`src/rtl/reg_dest_scoreboard_if.sv`:
```
// reg_dest_scoreboard_if: issue, write-back and status signals of the destination-register scoreboard
interface reg_dest_scoreboard_if #(
    parameter int ADDR_W = 5,
    parameter int TOT_W  = 6
);
    localparam int NREGS = 2 ** ADDR_W;
    logic              iss_valid;
    logic              iss_ready;
    logic              iss_we;
    logic [ADDR_W-1:0] iss_dest;
    logic [ADDR_W-1:0] iss_rs;
    logic [ADDR_W-1:0] iss_rt;
    logic              iss_rs_use;
    logic              iss_rt_use;
    logic              wb_valid;
    logic [ADDR_W-1:0] wb_dest;
    logic              stall;
    logic [NREGS-1:0]  pend_vec;
    logic [TOT_W-1:0]  tot_pend;
    logic              err_underflow;
    modport master (
        output iss_valid, iss_we, iss_dest, iss_rs, iss_rt, iss_rs_use, iss_rt_use, wb_valid, wb_dest,
        input  iss_ready, stall, pend_vec, tot_pend, err_underflow
    );
    modport slave (
        input  iss_valid, iss_we, iss_dest, iss_rs, iss_rt, iss_rs_use, iss_rt_use, wb_valid, wb_dest,
        output iss_ready, stall, pend_vec, tot_pend, err_underflow
    );
endinterface

```
`src/rtl/reg_dest_scoreboard.sv`:
```
// reg_dest_scoreboard: per-register pending-write counters with RAW stall; optional WB_BYPASS_EN lets the last retiring write-back unblock a reader in the same cycle
module reg_dest_scoreboard #(
    parameter int ADDR_W = 5,
    parameter int CNT_W  = 2,
    parameter int TOT_W  = 6
) (
    input  logic                  clk,
    input  logic                  rst_n,
    reg_dest_scoreboard_if.slave  bus
);
    localparam int NREGS = 2 ** ADDR_W;
    localparam logic [CNT_W-1:0] CNT_MAX = '1;
    localparam logic [TOT_W-1:0] TOT_MAX = '1;
    logic [CNT_W-1:0] cnt [NREGS];
    logic [TOT_W-1:0] tot;
    logic             err;
    logic [NREGS-1:0] inc;
    logic [NREGS-1:0] dec;
    logic [NREGS-1:0] pend;
    logic             rs_busy;
    logic             rt_busy;
    logic             stall;
    logic             full_dest;
    logic             accept;
    logic             underflow;
    // RAW hazard on either used, non-zero source that still has a write outstanding
    always_comb begin
        rs_busy = bus.iss_rs_use && bus.iss_rs != '0 && cnt[bus.iss_rs] != '0;
        rt_busy = bus.iss_rt_use && bus.iss_rt != '0 && cnt[bus.iss_rt] != '0;
`ifdef WB_BYPASS_EN
        rs_busy = rs_busy && !(bus.wb_valid && bus.wb_dest == bus.iss_rs && cnt[bus.iss_rs] == CNT_W'(1));
        rt_busy = rt_busy && !(bus.wb_valid && bus.wb_dest == bus.iss_rt && cnt[bus.iss_rt] == CNT_W'(1));
`else
        rs_busy = rs_busy;
        rt_busy = rt_busy;
`endif
        stall = bus.iss_valid && (rs_busy || rt_busy);
    end
    // Issue handshake: blocked by a hazard, a saturated destination counter or a saturated total
    always_comb begin
        full_dest = (bus.iss_we && bus.iss_dest != '0 && cnt[bus.iss_dest] == CNT_MAX) || tot == TOT_MAX;
        accept    = bus.iss_valid && !stall && !full_dest;
        underflow = bus.wb_valid && bus.wb_dest != '0 && cnt[bus.wb_dest] == '0;
    end
    // Per-register increment/decrement strobes; register 0 is never tracked
    always_comb begin
        inc  = '0;
        dec  = '0;
        pend = '0;
        for (int i = 1; i < NREGS; i++) begin
            inc[i]  = accept && bus.iss_we && bus.iss_dest == ADDR_W'(i);
            dec[i]  = bus.wb_valid && bus.wb_dest == ADDR_W'(i) && cnt[i] != '0;
            pend[i] = cnt[i] != '0;
        end
    end
    // Counter state; a same-register inc and dec cancel, and neither can wrap
    always_ff @(posedge clk or negedge rst_n) begin
        if (!rst_n) begin
            for (int i = 0; i < NREGS; i++) cnt[i] <= '0;
            tot <= '0;
            err <= 1'b0;
        end else begin
            for (int i = 1; i < NREGS; i++) begin
                if (inc[i] && !dec[i]) cnt[i] <= cnt[i] + CNT_W'(1);
                else if (dec[i] && !inc[i]) cnt[i] <= cnt[i] - CNT_W'(1);
            end
            if (|inc && !(|dec)) tot <= tot + TOT_W'(1);
            else if (|dec && !(|inc)) tot <= tot - TOT_W'(1);
            if (underflow) err <= 1'b1;
        end
    end
    assign bus.stall         = stall;
    assign bus.iss_ready     = !stall && !full_dest;
    assign bus.pend_vec      = pend;
    assign bus.tot_pend      = tot;
    assign bus.err_underflow = err;
endmodule

```
`src/flat_wrapper.sv`:
```
// flat-port wrapper written by rule: the top's interface ports become plain ports
module reg_dest_scoreboard_flat 
#(
    parameter int ADDR_W = 5,
    parameter int CNT_W  = 2,
    parameter int TOT_W  = 6
)
  (clk, rst_n, bus_iss_valid, bus_iss_we, bus_iss_dest, bus_iss_rs, bus_iss_rt, bus_iss_rs_use, bus_iss_rt_use, bus_wb_valid, bus_wb_dest, bus_iss_ready, bus_stall, bus_pend_vec, bus_tot_pend, bus_err_underflow);
  reg_dest_scoreboard_if #(.ADDR_W(ADDR_W), .TOT_W(TOT_W)) bus_i ();
  input  logic clk;
  input  logic rst_n;
  input wire logic [$bits(bus_i.iss_valid)-1:0] bus_iss_valid;
  input wire logic [$bits(bus_i.iss_we)-1:0] bus_iss_we;
  input wire logic [$bits(bus_i.iss_dest)-1:0] bus_iss_dest;
  input wire logic [$bits(bus_i.iss_rs)-1:0] bus_iss_rs;
  input wire logic [$bits(bus_i.iss_rt)-1:0] bus_iss_rt;
  input wire logic [$bits(bus_i.iss_rs_use)-1:0] bus_iss_rs_use;
  input wire logic [$bits(bus_i.iss_rt_use)-1:0] bus_iss_rt_use;
  input wire logic [$bits(bus_i.wb_valid)-1:0] bus_wb_valid;
  input wire logic [$bits(bus_i.wb_dest)-1:0] bus_wb_dest;
  output wire logic [$bits(bus_i.iss_ready)-1:0] bus_iss_ready;
  output wire logic [$bits(bus_i.stall)-1:0] bus_stall;
  output wire logic [$bits(bus_i.pend_vec)-1:0] bus_pend_vec;
  output wire logic [$bits(bus_i.tot_pend)-1:0] bus_tot_pend;
  output wire logic [$bits(bus_i.err_underflow)-1:0] bus_err_underflow;
  assign bus_i.iss_valid = bus_iss_valid;
  assign bus_i.iss_we = bus_iss_we;
  assign bus_i.iss_dest = bus_iss_dest;
  assign bus_i.iss_rs = bus_iss_rs;
  assign bus_i.iss_rt = bus_iss_rt;
  assign bus_i.iss_rs_use = bus_iss_rs_use;
  assign bus_i.iss_rt_use = bus_iss_rt_use;
  assign bus_i.wb_valid = bus_wb_valid;
  assign bus_i.wb_dest = bus_wb_dest;
  assign bus_iss_ready = bus_i.iss_ready;
  assign bus_stall = bus_i.stall;
  assign bus_pend_vec = bus_i.pend_vec;
  assign bus_tot_pend = bus_i.tot_pend;
  assign bus_err_underflow = bus_i.err_underflow;
  reg_dest_scoreboard #(.ADDR_W(ADDR_W), .CNT_W(CNT_W), .TOT_W(TOT_W)) u_core (.clk(clk), .rst_n(rst_n), .bus(bus_i));
endmodule
```
`config.mk`:
```
export PLATFORM = sky130hd
export DESIGN_NAME = reg_dest_scoreboard_flat
export DESIGN_NICKNAME = d
export VERILOG_FILES = /design/src/rtl/reg_dest_scoreboard_if.sv /design/src/rtl/reg_dest_scoreboard.sv /design/src/flat_wrapper.sv
export SDC_FILE = /design/constraint.sdc
export NUM_CORES = 1
export LEC_CHECK = 0
export CORE_ASPECT_RATIO = 0.5
export CORE_UTILIZATION = 45
export CTS_CLUSTER_DIAMETER = 100
export DETAILED_ROUTE_END_ITERATION = 10
export GPL_ROUTABILITY_DRIVEN = 0
export PLACE_DENSITY = 0.79
export SLEW_MARGIN = 20
export SYNTH_ARGS = -nofsm -noshare
export SYNTH_HDL_FRONTEND = slang
export SYNTH_SLANG_ARGS = --single-unit
export TNS_END_PERCENT = 10
```
`constraint.sdc`:
```
create_clock -name clk -period 3.4 [get_ports clk]
set_input_delay 0.51 -clock clk [delete_from_list [all_inputs] [get_ports clk]]
set_output_delay 0.51 -clock clk [all_outputs]
set_load 0.02 [all_outputs]
```
# ---- After elaboration in Yosys (flattened, before gate mapping)
# Cells that the tools add are included.
dict set report classes {
  add_sub_neg 64
  n_lt_le_gt_ge 4
  eq_ne 64
  muxes 76
  n_bitwise 4
  reduce_logical 310
}
# op n
set ops {}
lappend ops {{1-bit logical AND} 170}
lappend ops {{5-bit equality test (second input constant)} 32}
lappend ops {{2-bit 2-to-1 mux} 70}
lappend ops {{2-bit nonzero test} 65}
lappend ops {{5-bit by 4-bit equality test with 1-bit output (second input constant)} 16}
lappend ops {{1-bit zero test} 66}
lappend ops {{2-bit by 1-bit adder with 2-bit output (second input constant)} 31}
lappend ops {{31-bit OR reduction} 2}
lappend ops {{2-bit by 1-bit subtractor with 2-bit output (second input constant)} 31}
lappend ops {{2-bit binary-select mux with 5-bit select} 4}
lappend ops {{5-bit by 3-bit equality test with 1-bit output (second input constant)} 8}
lappend ops {{6-bit >= comparator (second input constant)} 4}
lappend ops {{5-bit inverter with 6-bit output} 4}
lappend ops {{5-bit by 2-bit equality test with 1-bit output (second input constant)} 4}
lappend ops {{5-bit nonzero test} 4}
lappend ops {{6-bit 2-to-1 mux} 2}
lappend ops {{5-bit by 1-bit equality test with 1-bit output (second input constant)} 2}
lappend ops {{6-bit by 1-bit adder with 6-bit output (second input constant)} 1}
lappend ops {{6-bit equality test (second input constant)} 1}
lappend ops {{6-bit by 1-bit subtractor with 6-bit output (second input constant)} 1}
lappend ops {{2-bit equality test (second input constant)} 1}
lappend ops {{2-bit zero test} 1}
lappend ops {{1-bit logical OR} 2}
dict set report totals {
  register_bits 69
  in_bits 27
  output_inout_bits 41
  word_cells 555
}

# ---- Depth between registers and ports, before layout
# Gate-level depths: netlist of the first run.
dict set report depth {
  depth_word 18
  depth_mapped 18
  depth_no_buf 16
}

# ---- Worst setup path after synthesis of the first run
# OpenSTA, ideal clock, no wires.
dict set report synth_path {
  kind {input to register}
  from {input port bus_iss_rt[0]}
  to {register u_core.tot[5], in the netlist u_core.bus.tot_pend[5]}
  setup_time_ns 0.080
  arrival_time_ns 3.541
  slack_ns -0.221
  path_stages 15
  n_path_buf 1
  path_cell_list {clkbuf_1 > mux4_2 > a22o_1 > a211o_1 > o211ai_4 > nor3_1 > ha_1 > inv_1 > ha_1 > a21o_1 > a21oi_1 > o21bai_1 > a21oi_1 > mux2i_1 > xnor2_1}
}
dict set report synth_between {
  elab_chain_cells 17
  elab_cells_between_ends 51
  classes_between {4 x mux; 1 x bitwise; 46 x reduce/logical}
}
# item line_no
set synth_rtl {}
lappend synth_rtl {{start: declaration} flat_wrapper.sv:16} ;# input wire logic [$bits(bus_i.iss_rt)-1:0] bus_iss_rt;
lappend synth_rtl {{5-bit inverter with 6-bit output (implied by the code)} reg_dest_scoreboard.sv:29} ;# rt_busy = bus.iss_rt_use && bus.iss_rt != '0 && cnt[bus.iss_rt] != '0;
lappend synth_rtl {{2-bit binary-select mux with 5-bit select} reg_dest_scoreboard.sv:29}
lappend synth_rtl {{2-bit 2-to-1 mux (implied by the code) (2 in series)} reg_dest_scoreboard.sv:29}
lappend synth_rtl {{2-bit nonzero test} reg_dest_scoreboard.sv:29}
lappend synth_rtl {{1-bit logical AND *} reg_dest_scoreboard.sv:29}
lappend synth_rtl {{1-bit logical OR *} reg_dest_scoreboard.sv:37} ;# stall = bus.iss_valid && (rs_busy || rt_busy);
lappend synth_rtl {{1-bit logical AND *} reg_dest_scoreboard.sv:37}
lappend synth_rtl {{1-bit zero test *} reg_dest_scoreboard.sv:42} ;# accept = bus.iss_valid && !stall && !full_dest;
lappend synth_rtl {{1-bit logical AND * (2 in series)} reg_dest_scoreboard.sv:42}
lappend synth_rtl {{1-bit logical AND *} reg_dest_scoreboard.sv:51} ;# inc[i] = accept && bus.iss_we && bus.iss_dest == ADDR_W'(i);
lappend synth_rtl {{1-bit logical AND} reg_dest_scoreboard.sv:51}
lappend synth_rtl {{31-bit OR reduction *} {reg_dest_scoreboard.sv:67, reg_dest_scoreboard.sv:68}}
lappend synth_rtl {{1-bit zero test} reg_dest_scoreboard.sv:68} ;# else if (|dec && !(|inc)) tot <= tot - TOT_W'(1);
lappend synth_rtl {{1-bit logical AND} reg_dest_scoreboard.sv:68}
lappend synth_rtl {{2-bit nonzero test (no source line)} n/a}
lappend synth_rtl {{end signal: assignment} reg_dest_scoreboard.sv:67} ;# if (|inc && !(|dec)) tot <= tot + TOT_W'(1);
lappend synth_rtl {{end signal: assignment} reg_dest_scoreboard.sv:68}
lappend synth_rtl {{end: declaration} reg_dest_scoreboard.sv:15} ;# logic [TOT_W-1:0] tot;
# Mark *: on every way between the ends. The rest lies on a longest branch, timed or not. The select of a mux whose other input is x is not followed.
# A chain may end at the register's enable or synchronous reset.

# ---- Worst setup path after layout of the first run
dict set report layout_path {
  from {input port bus_iss_rs[2]}
  to {register u_core.cnt[29] (netlist name)}
}
dict set report layout_between {
  elab_chain_cells 16
  elab_cells_between_ends 20
  classes_between {4 x mux; 1 x bitwise; 15 x reduce/logical}
}
# item line_no
set layout_rtl {}
lappend layout_rtl {{start: declaration} flat_wrapper.sv:15} ;# input wire logic [$bits(bus_i.iss_rs)-1:0] bus_iss_rs;
lappend layout_rtl {{5-bit inverter with 6-bit output (implied by the code)} reg_dest_scoreboard.sv:28} ;# rs_busy = bus.iss_rs_use && bus.iss_rs != '0 && cnt[bus.iss_rs] != '0;
lappend layout_rtl {{2-bit binary-select mux with 5-bit select} reg_dest_scoreboard.sv:28}
lappend layout_rtl {{2-bit 2-to-1 mux (implied by the code) (2 in series)} reg_dest_scoreboard.sv:28}
lappend layout_rtl {{2-bit nonzero test} reg_dest_scoreboard.sv:28}
lappend layout_rtl {{1-bit logical AND *} reg_dest_scoreboard.sv:28}
lappend layout_rtl {{1-bit logical OR *} reg_dest_scoreboard.sv:37}
lappend layout_rtl {{1-bit logical AND *} reg_dest_scoreboard.sv:37}
lappend layout_rtl {{1-bit zero test *} reg_dest_scoreboard.sv:42}
lappend layout_rtl {{1-bit logical AND * (2 in series)} reg_dest_scoreboard.sv:42}
lappend layout_rtl {{1-bit logical AND * (2 in series)} reg_dest_scoreboard.sv:51}
lappend layout_rtl {{1-bit zero test} reg_dest_scoreboard.sv:65} ;# else if (dec[i] && !inc[i]) cnt[i] <= cnt[i] - CNT_W'(1);
lappend layout_rtl {{1-bit logical AND} reg_dest_scoreboard.sv:65}
lappend layout_rtl {{2-bit nonzero test (no source line)} n/a}
lappend layout_rtl {{end signal: indexed assignment} reg_dest_scoreboard.sv:64} ;# if (inc[i] && !dec[i]) cnt[i] <= cnt[i] + CNT_W'(1);
lappend layout_rtl {{end signal: indexed assignment} reg_dest_scoreboard.sv:65}
lappend layout_rtl {{end: declaration} reg_dest_scoreboard.sv:14} ;# logic [CNT_W-1:0] cnt [NREGS];
# Marked as above.

==> results of run 1 <==
-- cell type report --
cell class	count	area, sq um	share of cell area
multi-input cells	500	4210	0.488
inverters	39	156	0.0181
repair buffers	242	2020	0.234
clock inverters	4	47.5	0.00552
well taps	170	213	0.0247
flip-flops and latches	69	1730	0.201
clock buffers	12	246	0.0286
-- per-stage QoR --
| step | total power, mW | setup WS [ps] | hold WS, ps | instances | cell area, sq um |
|---|---|---|---|---|---|
| floorplan | 3.53 | -33.2 | 214 | 636 | 5990 |
| global placement | 5.32 | -646 | 375 | 1005 | 7870 |
| detailed placement | 5.42 | -667 | 379 | 1005 | 7870 |
| CTS | 6.49 | 4.78 | 18.8 | 1028 | 8320 |
| global route | 7.17 | -94.3 | 28.9 | 1036 | 8620 |
| finish | 6.91 | 11.4 | 15.6 | 1036 | 8620 |
-- final timing paths --
kind	endpoint	from	slack (ps)	cells after the start
max	u_core.cnt[29]	bus_iss_rs[2]	10	12
min	u_core.cnt[23]	rst_n	20	1
max reg2reg	u_core.cnt[29]	u_core.cnt[3]	20	13
min reg2reg	u_core.cnt[5]	u_core.cnt[5]	500	1
max in group asynchronous	u_core.cnt[59]	rst_n	2270	2
min in group clk	u_core.cnt[5]	u_core.cnt[5]	500	1
-- cell usage in the layout (no fill, tap or decap), types with 4 or more instances in the layout --
master / count
buf_4: 161
dfrtp_1: 67
xor2_1: 63
nor2_1: 61
clkdlybuf4s50_1: 47
inv_1: 37
nand2_1: 37
xnor2_1: 35
nand3_1: 34
ha_1: 34
nor3_2: 26
mux4_2: 25
nor3_1: 18
nor2_2: 16
or3_1: 14
buf_6: 12
a21oi_1: 10
dlygate4sd2_1: 10
nand2b_1: 9
clkbuf_16: 9
and2_1: 8
o21ai_0: 8
nand4_1: 6
nand2_2: 5
nor2_4: 5
nand3_2: 4
clkbuf_2: 4
-- worst register-to-register path, cell delays in order (launching register included) --
cell	delay, ps
dfrtp_1	420
nor2_4	70
buf_4	160
mux4_2	460
a22o_1	220
a211o_1	270
o211ai_4	110
buf_4	170
buf_4	410
nor3_1	180
ha_1	250
xor2_1	160
nor2_1	180
xor2_1	220
-- report_power, final --
| group | internal, mW | switching, mW | total [mW] |
|---|---|---|---|
| combinational | 2.11 | 2.19 | 4.30 |
| clock | 0.586 | 0.368 | 0.954 |
| sequential | 1.20 | 0.454 | 1.66 |
| total | 3.90 | 3.01 | 6.91 |
-- flip-flops by register name (all words and copies together) (netlist names) --
register	count
u_core.bus.err_underflow	1
u_core.cnt	62
u_core.bus.tot_pend	6
-- routing by layer --
| layer | global-route usage | part of all wire |
|---|---|---|
| met1 | 0.408 | 0.38 |
| met2 | 0.470 | 0.45 |
| met3 | 0.0924 | 0.12 |
| met4 | 0.138 | 0.056 |
| met5 | 0 | 0 |
-- what timing repair did --
action,CTS,global route
pin swaps,12,20
buffers inserted,7,8
endpoints found under the hold margin,0,0
setup endpoints to repair,42,8
resized for setup,49,74
hold buffers,0,0
-- cell families (layout without fill, tap and decap cells) --
group,count (synthesis),count (layout),share of synthesized area
muxes,32,32,0.108
xor gates and xnor gates,98,98,0.144
and+or+nand+nor,275,275,0.245
DFF,69,69,0.291
other,1,1,0.000631
buffers and inverters,67,297,0.0581
AOI/OAI and AO/OA,57,57,0.0737
adders and majority gates,37,37,0.0792
==> results.txt, run 1 <==
The flow ran to the end, and the final reports show no timing, DRC or antenna violations. The fraction of registers with async set/reset came out at 1.00. STA classifies the critical path startpoint as an input port.

68 I/O pins were placed. The path class of the lowest-slack min-delay path is in2async. The number of flops mapped to enable cells by yosys is 0. Setup violations remaining at the end of the flow were counted as 0. The fmax is 295 MHz.

The H-tree depth is 3. The wire-length estimate of the detail-placed layout is 15300 um. The critical path in this run is classified as in2reg. Relative to the synthesized area, the layout overhead comes to 45.1%.

dfrtp_1 takes more of the synthesized area than any other cell. The max-slew violation count is 0. In the synthesized netlist the dominant register cell turns out to be dfrtp_1.

Counting flops and latches in the post-synthesis netlist gives 69. The mean routed wirelength per cell is 21.4 um. The signal on the critical path passes through dlygate4sd2_1 -> mux4_2 -> mux2i_2 -> a221oi_4 -> o211ai_4 -> buf_4 -> buf_4 -> nor3_1 -> ha_1 -> xor2_1 -> nor2_1 -> xor2_1. The DRC violation count after routing is 0.

The netlist area before placement is 5940 sq um. The layout has 842 filler cells. The source-to-sink clock delay at the later pin of the worst-skew pair is 340 ps. The end-of-flow core utilization came out at 0.675. Setup repair after global routing could not meet its margin everywhere. The largest clock skew in the final design came out at 7.40 ps. The cell count after synthesis came out at 636.

The number of antenna violations at the first check in global routing is 0. Wires add up to 22100 um. Of the synthesized area, sequential elements account for 0.291. The chip height came out at 83.3 um. The remaining global-route overflow is 0.

The floorplan die area came out at 13700 sq um. The total iterations of the first detailed-routing run came out at 5. The maximum clock insertion buffer count came out at 2. The total negative setup slack came out at 0 ps.

The maximum vdd ir drop came out at 0.424 mV. Measured along the x axis, the die boundary spans 165 um. The number of I/O port buffers came out at 66.

After detailed routing, the number of vias per cell comes to 6.00. Detailed routing inserted a total of 6211 vias. The commonest cells after synthesis are nor2_1, dfrtp_1, xor2_1, nand2_1. The maximum number of pins on one net before global-route repair is 61. The via count of the first global-routing pass was 5904.

The tightest slew margin relative to the limit came out at 0.457. Power spread over the standard cell area amounts to 801 nW/um^2. For this configuration, the core starts out at a cell density of 0.465.

Synthesis produced a netlist with a net count of 700. The share of the synthesized area in the top cell type is 0.291. The wire length of the first global-routing pass came out at 31900 um.

The clock buffer count from CTS is 9. The number of antenna diodes came out at 0. The row count is 29. For this run, the total global-route usage over all layers was measured as 0.310.

The number of sinks handled by clock tree synthesis is 69. In the final design database the tool counted 925 nets. The tree is rooted in a clkbuf_16. The slowest stage of the critical path is the dlygate4sd2_1 cell. Averaged over all synthesized cells, the footprint is 9.34 sq um. The leading cell type by number of instances after synthesis is nor2_1. Counting both buffers and inverters, the worst setup path holds a total of 3. The starting DRC count in detailed routing came out at 609. The worst path arrival time came out at 3640 ps. The final cycle utilization of the critical path is 0.997.

In this design, the largest share of critical-path delay is due to buffers and inverters. The data required time at the worst endpoint came out at 3650 ps. The fraction of final layout cells sized beyond drive strength 1 is 0.368. Summed over all cells, the static leakage comes to 4.07 nW. After clock tree synthesis, the clock-pin slew on the worst setup and hold paths is 60 ps. The antenna violation net count after detailed routing is 0. The TritonCTS clock tree is built. The number of different library cells used by synthesis comes to 63. The region available for standard cell placement spans 12800 sq um. The worst setup path is captured at a flip-flop. Yosys printed 2 warnings. The largest fanout on the critical path came out at 31. For this run, the slowest stage of the critical path takes 520 ps. After synthesis, the cell types taking the most area are dfrtp_1, xor2_1, mux4_2, ha_1, nor2_1.

The hold violation total from the final report was 0. The max-capacitance violation count came out at 0. Subtracting the final worst setup slack from the clock period gives 3390 ps. At the pin with the least slew margin, the transition time is 815 ps.
Power figures use the tool's default switching activity.
==> run 2, diff against run 1 <==
--- a/config.mk
+++ b/config.mk
@@ -5,12 +5,14 @@
 export SDC_FILE = /design/constraint.sdc
 export NUM_CORES = 1
 export LEC_CHECK = 0
+export CELL_PAD_IN_SITES_DETAIL_PLACEMENT = 0
+export CELL_PAD_IN_SITES_GLOBAL_PLACEMENT = 2
 export CORE_ASPECT_RATIO = 0.5
-export CORE_UTILIZATION = 45
+export CORE_UTILIZATION = 33
 export CTS_CLUSTER_DIAMETER = 100
 export DETAILED_ROUTE_END_ITERATION = 10
 export GPL_ROUTABILITY_DRIVEN = 0
-export PLACE_DENSITY = 0.79
+export PLACE_DENSITY = 0.88
 export SLEW_MARGIN = 20
 export SYNTH_ARGS = -nofsm -noshare
 export SYNTH_HDL_FRONTEND = slang
==> run 2 against run 1 <==
Effect of this change:
- critical path depth fell by 2
- clock skew rose by 0.94 ps
- combinational power barely moved
- via count fell by 7.3%
- total power rose by 0.51%
- final area rose by 2.2%
- sequential power fell by 5%
- largest power group unchanged
- flip-flop and latch count did not move
- core utilization fell by 17 points
- highest routed layer unchanged
- count of clock-buffer cells in the layout fell by 2
==> results.txt, run 2 (same netlist as run 1, synthesis figures left out) <==
The post-route minimum period is 3280 ps (-111 ps). Traced cell by cell, the critical path runs through nor2_4 -> buf_4 -> mux4_2 -> a22o_1 -> a211o_1 -> o211ai_4 -> buf_4 -> buf_4 -> and2_1 -> dlygate4sd2_1. The hold violation total from the final report came out at 0 (unchanged). Ranked by flip-flop count, first place goes to u_core.cnt. The power after layout came out at 6.94 mW (+0.51%). The path class of the lowest-slack min-delay path is in2async. The antenna violation net count after detailed routing was 0 (unchanged).

The minimum setup slack among reg-to-reg paths came to 160 ps (+140 ps). The number of fillers in the final layout is 1578 (+87%). The worst setup path is of the reg2out kind. The power per cell area came to 788 nW/um^2 (-1.7%).

The transition at the pin with the smallest max-transition slack was 817 ps (+1.35 ps). The wire length of the first global-routing pass came out at 32500 um (+2.1%). The cell that appears most often on the critical path is buf_4. The number of nets in the layout is 941 (+1.7%).

The source-to-sink clock delay at the later pin of the worst-skew pair is 340 ps (about the same). The total iterations of the first detailed-routing run came out at 4 (-1). The DRC violation count after routing is 0 (unchanged). TritonCTS built the clock tree.

The number of top-level pins came out at 68 (unchanged). The post-place setup slack is -692 ps (-24.5 ps). The number of I/O port buffers is 66 (unchanged). The initial core utilization is 0.340 (-0.125). The endpoint type of the worst setup path is an output port. The run finished with clean final reports. The via count of the first global-routing pass came out at 5748 (-2.6%). The number of flip-flops in the largest register is 62 (unchanged).

The number of antenna violations at the first check in global routing came out at 0 (unchanged). The die boundary width is 192 um (+17%). The max-slew violation count came out at 0 (unchanged). The worst setup path is launched from a flip-flop. The H-tree depth is 3 (unchanged). The critical path's slowest cell is mux4_2. The fmax came out at 305 MHz (+3.4%). The maximum vdd ir drop came to 0.403 mV (-5.0%). The slack of the critical path is 122 ps (+111 ps).

The top cell types in the final layout, fill and taps aside, are buf_4, dfrtp_1, xor2_1. The chip height was 96.9 um (+16%). The number of sinks handled by clock tree synthesis came to 69 (unchanged). The maximum number of pins on one net before global-route repair came out at 32 (-48%). The library cell used most frequently in the layout, excluding fill and tap cells, is buf_4. The worst register-to-register path ends at u_core.bus.tot_pend[5]. The root buffer cell chosen for the clock tree is clkbuf_16. The routed via count came out at 5758 (-7.3%).

The register clock-pin slew on the reported worst setup and hold paths came to 60 ps (about the same). The final wirelength is 20800 um (-5.9%). The starting DRC count in detailed routing is 442 (-27%). Setup repair after global routing could not meet its margin everywhere. The fraction of final layout cells sized beyond drive strength 1 came out at 0.373 (+0.00466). The critical register-to-register path startpoint is u_core.cnt[5]. The static leakage came to 4.17 nW (+2.5%). The final cycle utilization of the critical path came to 0.964 (-0.0326).

The data required time at the worst endpoint came out at 2890 ps (-760 ps). The worst reg2reg path depth is 16 (+3). The largest clock skew in the final design is 8.33 ps (+0.936 ps). The total negative setup slack is 0 ps (unchanged). From synthesis to final layout, the design area changed by 48.3%. The mean number of vias per cell came out at 5.16 (-14%). The number of antenna diodes is 0 (unchanged). The row count is 34 (+17%). The delay of the slowest cell on the worst path came to 450 ps (-70 ps). The placeable core area came out at 17500 sq um (+37%).

The remaining global-route overflow came out at 0 (unchanged). The largest fanout on the critical path came out at 3 (-90%). The floorplan die area came out at 18600 sq um (+36%). The final setup violation count is 0 (unchanged). The tightest slew margin relative to the limit came out at 0.456 (-0.000903). The total of hold buffers inserted after clock tree synthesis came out at 0 (unchanged). The total half-perimeter wirelength after legalization and detailed placement is 16700 um (+9.3%).

The maximum clock insertion buffer count came out at 2 (unchanged). The worst path arrival time came out at 2770 ps (-870 ps). The total routing usage reported by global routing was 0.233 (-0.0773). The clock buffer count from CTS came out at 9 (unchanged). The max-capacitance violation count is 0 (unchanged). The mean routed wirelength per cell is 18.7 um (-13%).
## run 2: cell types whose count changed in the layout (fill, tap and decap cells not counted), sizes merged
cell / delta
clkinv: +1
dlygate4sd2: -5
buf: +16
clkdlybuf4s50: +2
clkbuf: +1
bufinv: +1
## run 2: through the flow
stage,area [sq um],util,hold slack (ps),cells
final,8810,0.504,262,1116
after global routing,8810,0.504,305,1116
after CTS,8610,0.493,275,1111
after detailed placement,8100,0.463,478,1087
after global placement,8100,0.463,476,1087
after floorplan,5990,-,214,636
## run 2: timing repair
| item | 4_1_cts | 5_1_grt |
|---|---|---|
| buffers inserted | 8 | 4 |
| setup endpoints to repair | 37 | 8 |
| cloned | 0 | 1 |
| pin swaps | 14 | 22 |
| gates resized for setup | 52 | 61 |
| hold endpoints to repair | 0 | 0 |
## run 2: worst max-delay path by stage
stage	slack, ps	to	startpoint
3_3_place_gp	-740	u_core.bus.tot_pend[5]	bus_wb_dest[2]
4_1_cts	3	u_core.bus.tot_pend[5]	bus_wb_valid
3_5_place_dp	-690	u_core.bus.tot_pend[5]	bus_wb_dest[1]
6_report	120	bus_stall	u_core.cnt[5]
5_1_grt	-40	u_core.bus.tot_pend[5]	bus_wb_valid
2_1_floorplan	-30	u_core.bus.tot_pend[5]	bus_iss_dest[1]
## run 2: per-layer routing
metal,track usage,routed length (um),up-vias
li1,-,-,2720
met1,0.336,9610,2809
met2,0.349,9260,202
met3,0.0501,1610,27
met4,0.0598,342,0
met5,0,0,-
## run 2: critical path: cells and delay by family (launching register included)
kind            cells  cell delay, ps
flops               1             430
mux                 1             450
compound gates      3             650
simple gates        2             170
buf+inv             4             730
## run 2: final cells by class
cell class | instances | area [sq um] | area share
clock buffer | 10 | 239 | 0.0271
clock inverter | 6 | 86.3 | 0.00980
inverter | 39 | 156 | 0.0178
multi-input combinational | 500 | 4180 | 0.474
sequential | 69 | 1730 | 0.196
tap | 234 | 293 | 0.0332
timing repair buffer | 258 | 2130 | 0.242
## run 2: power by group
group          switching (mW)  internal (mW)  leakage [nW]
sequential              0.379           1.20         0.869
combinational            2.13           2.18          3.14
clock                   0.388          0.661         0.158
==> run 3, diff against run 2 <==
==> constraint.sdc (replaced) <==
create_clock -name clk -period 3 [get_ports clk]
set_input_delay 0.45 -clock clk [delete_from_list [all_inputs] [get_ports clk]]
set_output_delay 0.45 -clock clk [all_outputs]
set_load 0.02 [all_outputs]
==> run 3 against run 2 <==
Effect of this change:
- the run now ends with negative setup slack left
- non-clock buffer count rose by 64
- flip-flop and latch count unchanged
- critical path depth up 11
- register-to-register slack got worse by 520 ps
- first-iteration DRC count up 10%
- core utilization increased by 4.1 points
- sequential share of layout area decreased by 1.5 points
- final cell count grew 5.7%
- count of clock-buffer cells in the layout is 1 lower
- largest cell class unchanged
- largest power group unchanged
==> results.txt, run 3 (same netlist as run 1, synthesis figures left out) <==
The end-of-flow core utilization came out at 0.545 (+0.0411). The number of top-level pins came out at 68 (unchanged). The total negative setup slack was -9240 ps (-9240 ps). The total iterations of the first detailed-routing run came out at 5 (+1). The DRC violation count after routing came to 0 (unchanged). The final wirelength is 22100 um (+6.0%). The hold violation total from the final report came out at 0 (unchanged). The register containing the most flip-flops in the final layout is u_core.cnt.

The total routing usage reported by global routing came out at 0.248 (+0.0150). The max-capacitance violation count is 0 (unchanged). The number of sinks handled by clock tree synthesis is 69 (unchanged). The static leakage was 4.50 nW (+8.0%). The fmax came out at 297 MHz. The number of fillers in the final layout came out at 1526 (-3.3%).

The via count of the first global-routing pass came out at 6274 (+9.2%). The register clock-pin slew on the reported worst setup and hold paths came out at 60 ps (about the same). The number of flip-flops in the largest register is 62 (unchanged). The checks that failed: negative setup slack. The largest clock skew in the final design came to 10.1 ps (+1.75 ps). The type of the setup path with the least slack is in2reg. The placeable core area came out at 17500 sq um (unchanged). The maximum clock insertion buffer count came to 2 (unchanged). The number of I/O port buffers came out at 66 (unchanged). The worst hold slack was 153 ps (-109 ps). The number of antenna violations at the first check in global routing is 0 (unchanged).

The power after layout is 8.58 mW (+24%). The largest fanout on the critical path came out at 5 (+2). Of the available clock period, the critical path in the final layout requires 1.12.

The endpoint type of the worst setup path is a flip-flop. The mean number of vias per cell is 5.20 (+0.74%). The H-tree depth came out at 3 (unchanged). The run finished, with violations left. The max-slew violation count came out at 0 (unchanged). The number of antenna diodes came to 0 (unchanged). The antenna violation net count after detailed routing came out at 0 (unchanged). The chip height came out at 96.9 um (unchanged).

The floorplan die area is 18600 sq um (unchanged). The starting DRC count in detailed routing was 486 (+10%). The growth of design area from synthesis to finish is 60.4%.

The routed via count is 6133 (+6.5%). The transition at the pin with the smallest max-transition slack came out at 697 ps (-119 ps). The worst setup path is launched from an input port. The post-place setup slack came out at -1100 ps (-403 ps). The power per cell area is 900 nW/um^2 (+14%). TritonCTS built the clock tree.

Setup repair after global routing could not meet its margin everywhere. The mean routed wirelength per cell came out at 18.7 um (+0.29%). The remaining global-route overflow came out at 0 (unchanged). Leaving out fill and tap cells, the most frequent cells in the layout are buf_4, dfrtp_1, xor2_1.

The wire length of the first global-routing pass is 34600 um (+6.3%). The data required time at the worst endpoint is 3230 ps (+340 ps). The post-route minimum period came out at 3360 ps. The row count came out at 34 (unchanged). The root buffer cell chosen for the clock tree is clkbuf_16. The most common library cell in the layout ignoring fill and taps is buf_4. The tightest slew margin relative to the limit was 0.535 (+0.0795). The initial core utilization is 0.340 (unchanged). The maximum vdd ir drop came out at 0.546 mV (+36%). The fraction of final layout cells sized beyond drive strength 1 is 0.436 (+0.0625). The total half-perimeter wirelength after legalization and detailed placement is 17100 um (+2.7%).

The clock buffer count from CTS came to 9 (unchanged). The worst path arrival time is 3590 ps (+820 ps). In this run the worst hold path is classified as in2async.

The source-to-sink clock delay at the later pin of the worst-skew pair is 340 ps (about the same). The die boundary width came out at 192 um (unchanged). The multi-input gate area in the final layout came out at 4310 sq um (+3.1%). The maximum number of pins on one net before global-route repair is 32 (unchanged). The number of nets in the layout is 1005 (+6.8%). The footprint of the flip-flops and latches is 1730 sq um (about the same). The slack of the critical path is -364 ps (-486 ps).

The final setup violation count is 58 (+58).
[run 3: critical path, cell delays in order]
cell           delay (ps)
dlygate4sd2_1         240
buf_6                 140
buf_4                 140
nor3_4                110
a21oi_2                50
o211a_1               240
o41ai_2               310
buf_4                 190
o211ai_4               90
buf_4                 160
buf_6                 110
buf_6                 110
buf_6                 120
buf_12                120
buf_6                 130
nor3_2                160
buf_4                 140
ha_2                  170
xor2_1                170
nor2_1                 80
xor2_1                160
[run 3: repair_timing]
item / 4_1_cts / 5_1_grt
pin swaps: 27 / 49
setup buffers: 26 / 4
hold buffers: 0 / 0
resized for setup: 101 / 53
setup endpoints to repair: 69 / 69
gates cloned: 2 / 0
[run 3: per-layer routing]
metal | vias up | share of wire | global-route usage
met1 | 3005 | 0.44 | 0.344
met5 | - | 0 | 0
met2 | 242 | 0.45 | 0.382
met4 | 0 | 0.024 | 0.0678
met3 | 35 | 0.083 | 0.0584
li1 | 2851 | - | -
[run 3: worst paths after layout]
kind / end / startpoint / slack (ps) / cells past startpoint
max: u_core.cnt[47] / bus_iss_rs[1] / -360 / 21
min: u_core.bus.err_underflow / rst_n / 150 / 1
min reg2reg: u_core.bus.tot_pend[5] / u_core.bus.tot_pend[5] / 490 / 1
min in group clk: u_core.bus.tot_pend[5] / u_core.bus.tot_pend[5] / 490 / 1
max reg2reg: u_core.cnt[47] / u_core.cnt[20] / -360 / 18
max in group asynchronous: u_core.cnt[36] / rst_n / 2050 / 2
[run 3: stage by stage]
step / cells / instance area, sq um
floorplan: 636 / 5990
global placement: 1132 / 8440
detailed placement: 1132 / 8440
CTS: 1176 / 9250
global route: 1180 / 9530
finish: 1180 / 9530
[run 3: cell type report]
type | instances | share of cell area
clock buffer | 9 | 0.0236
clock inverter | 7 | 0.00945
inverter | 39 | 0.0164
multi-input combinational | 500 | 0.452
sequential | 69 | 0.181
tap | 234 | 0.0307
timing repair buffer | 322 | 0.286
[run 3: power breakdown]
group | leakage (nW) | switching [mW] | internal, mW
combinational | 3.48 | 2.68 | 3.02
clock | 0.151 | 0.451 | 0.724
sequential | 0.867 | 0.349 | 1.36
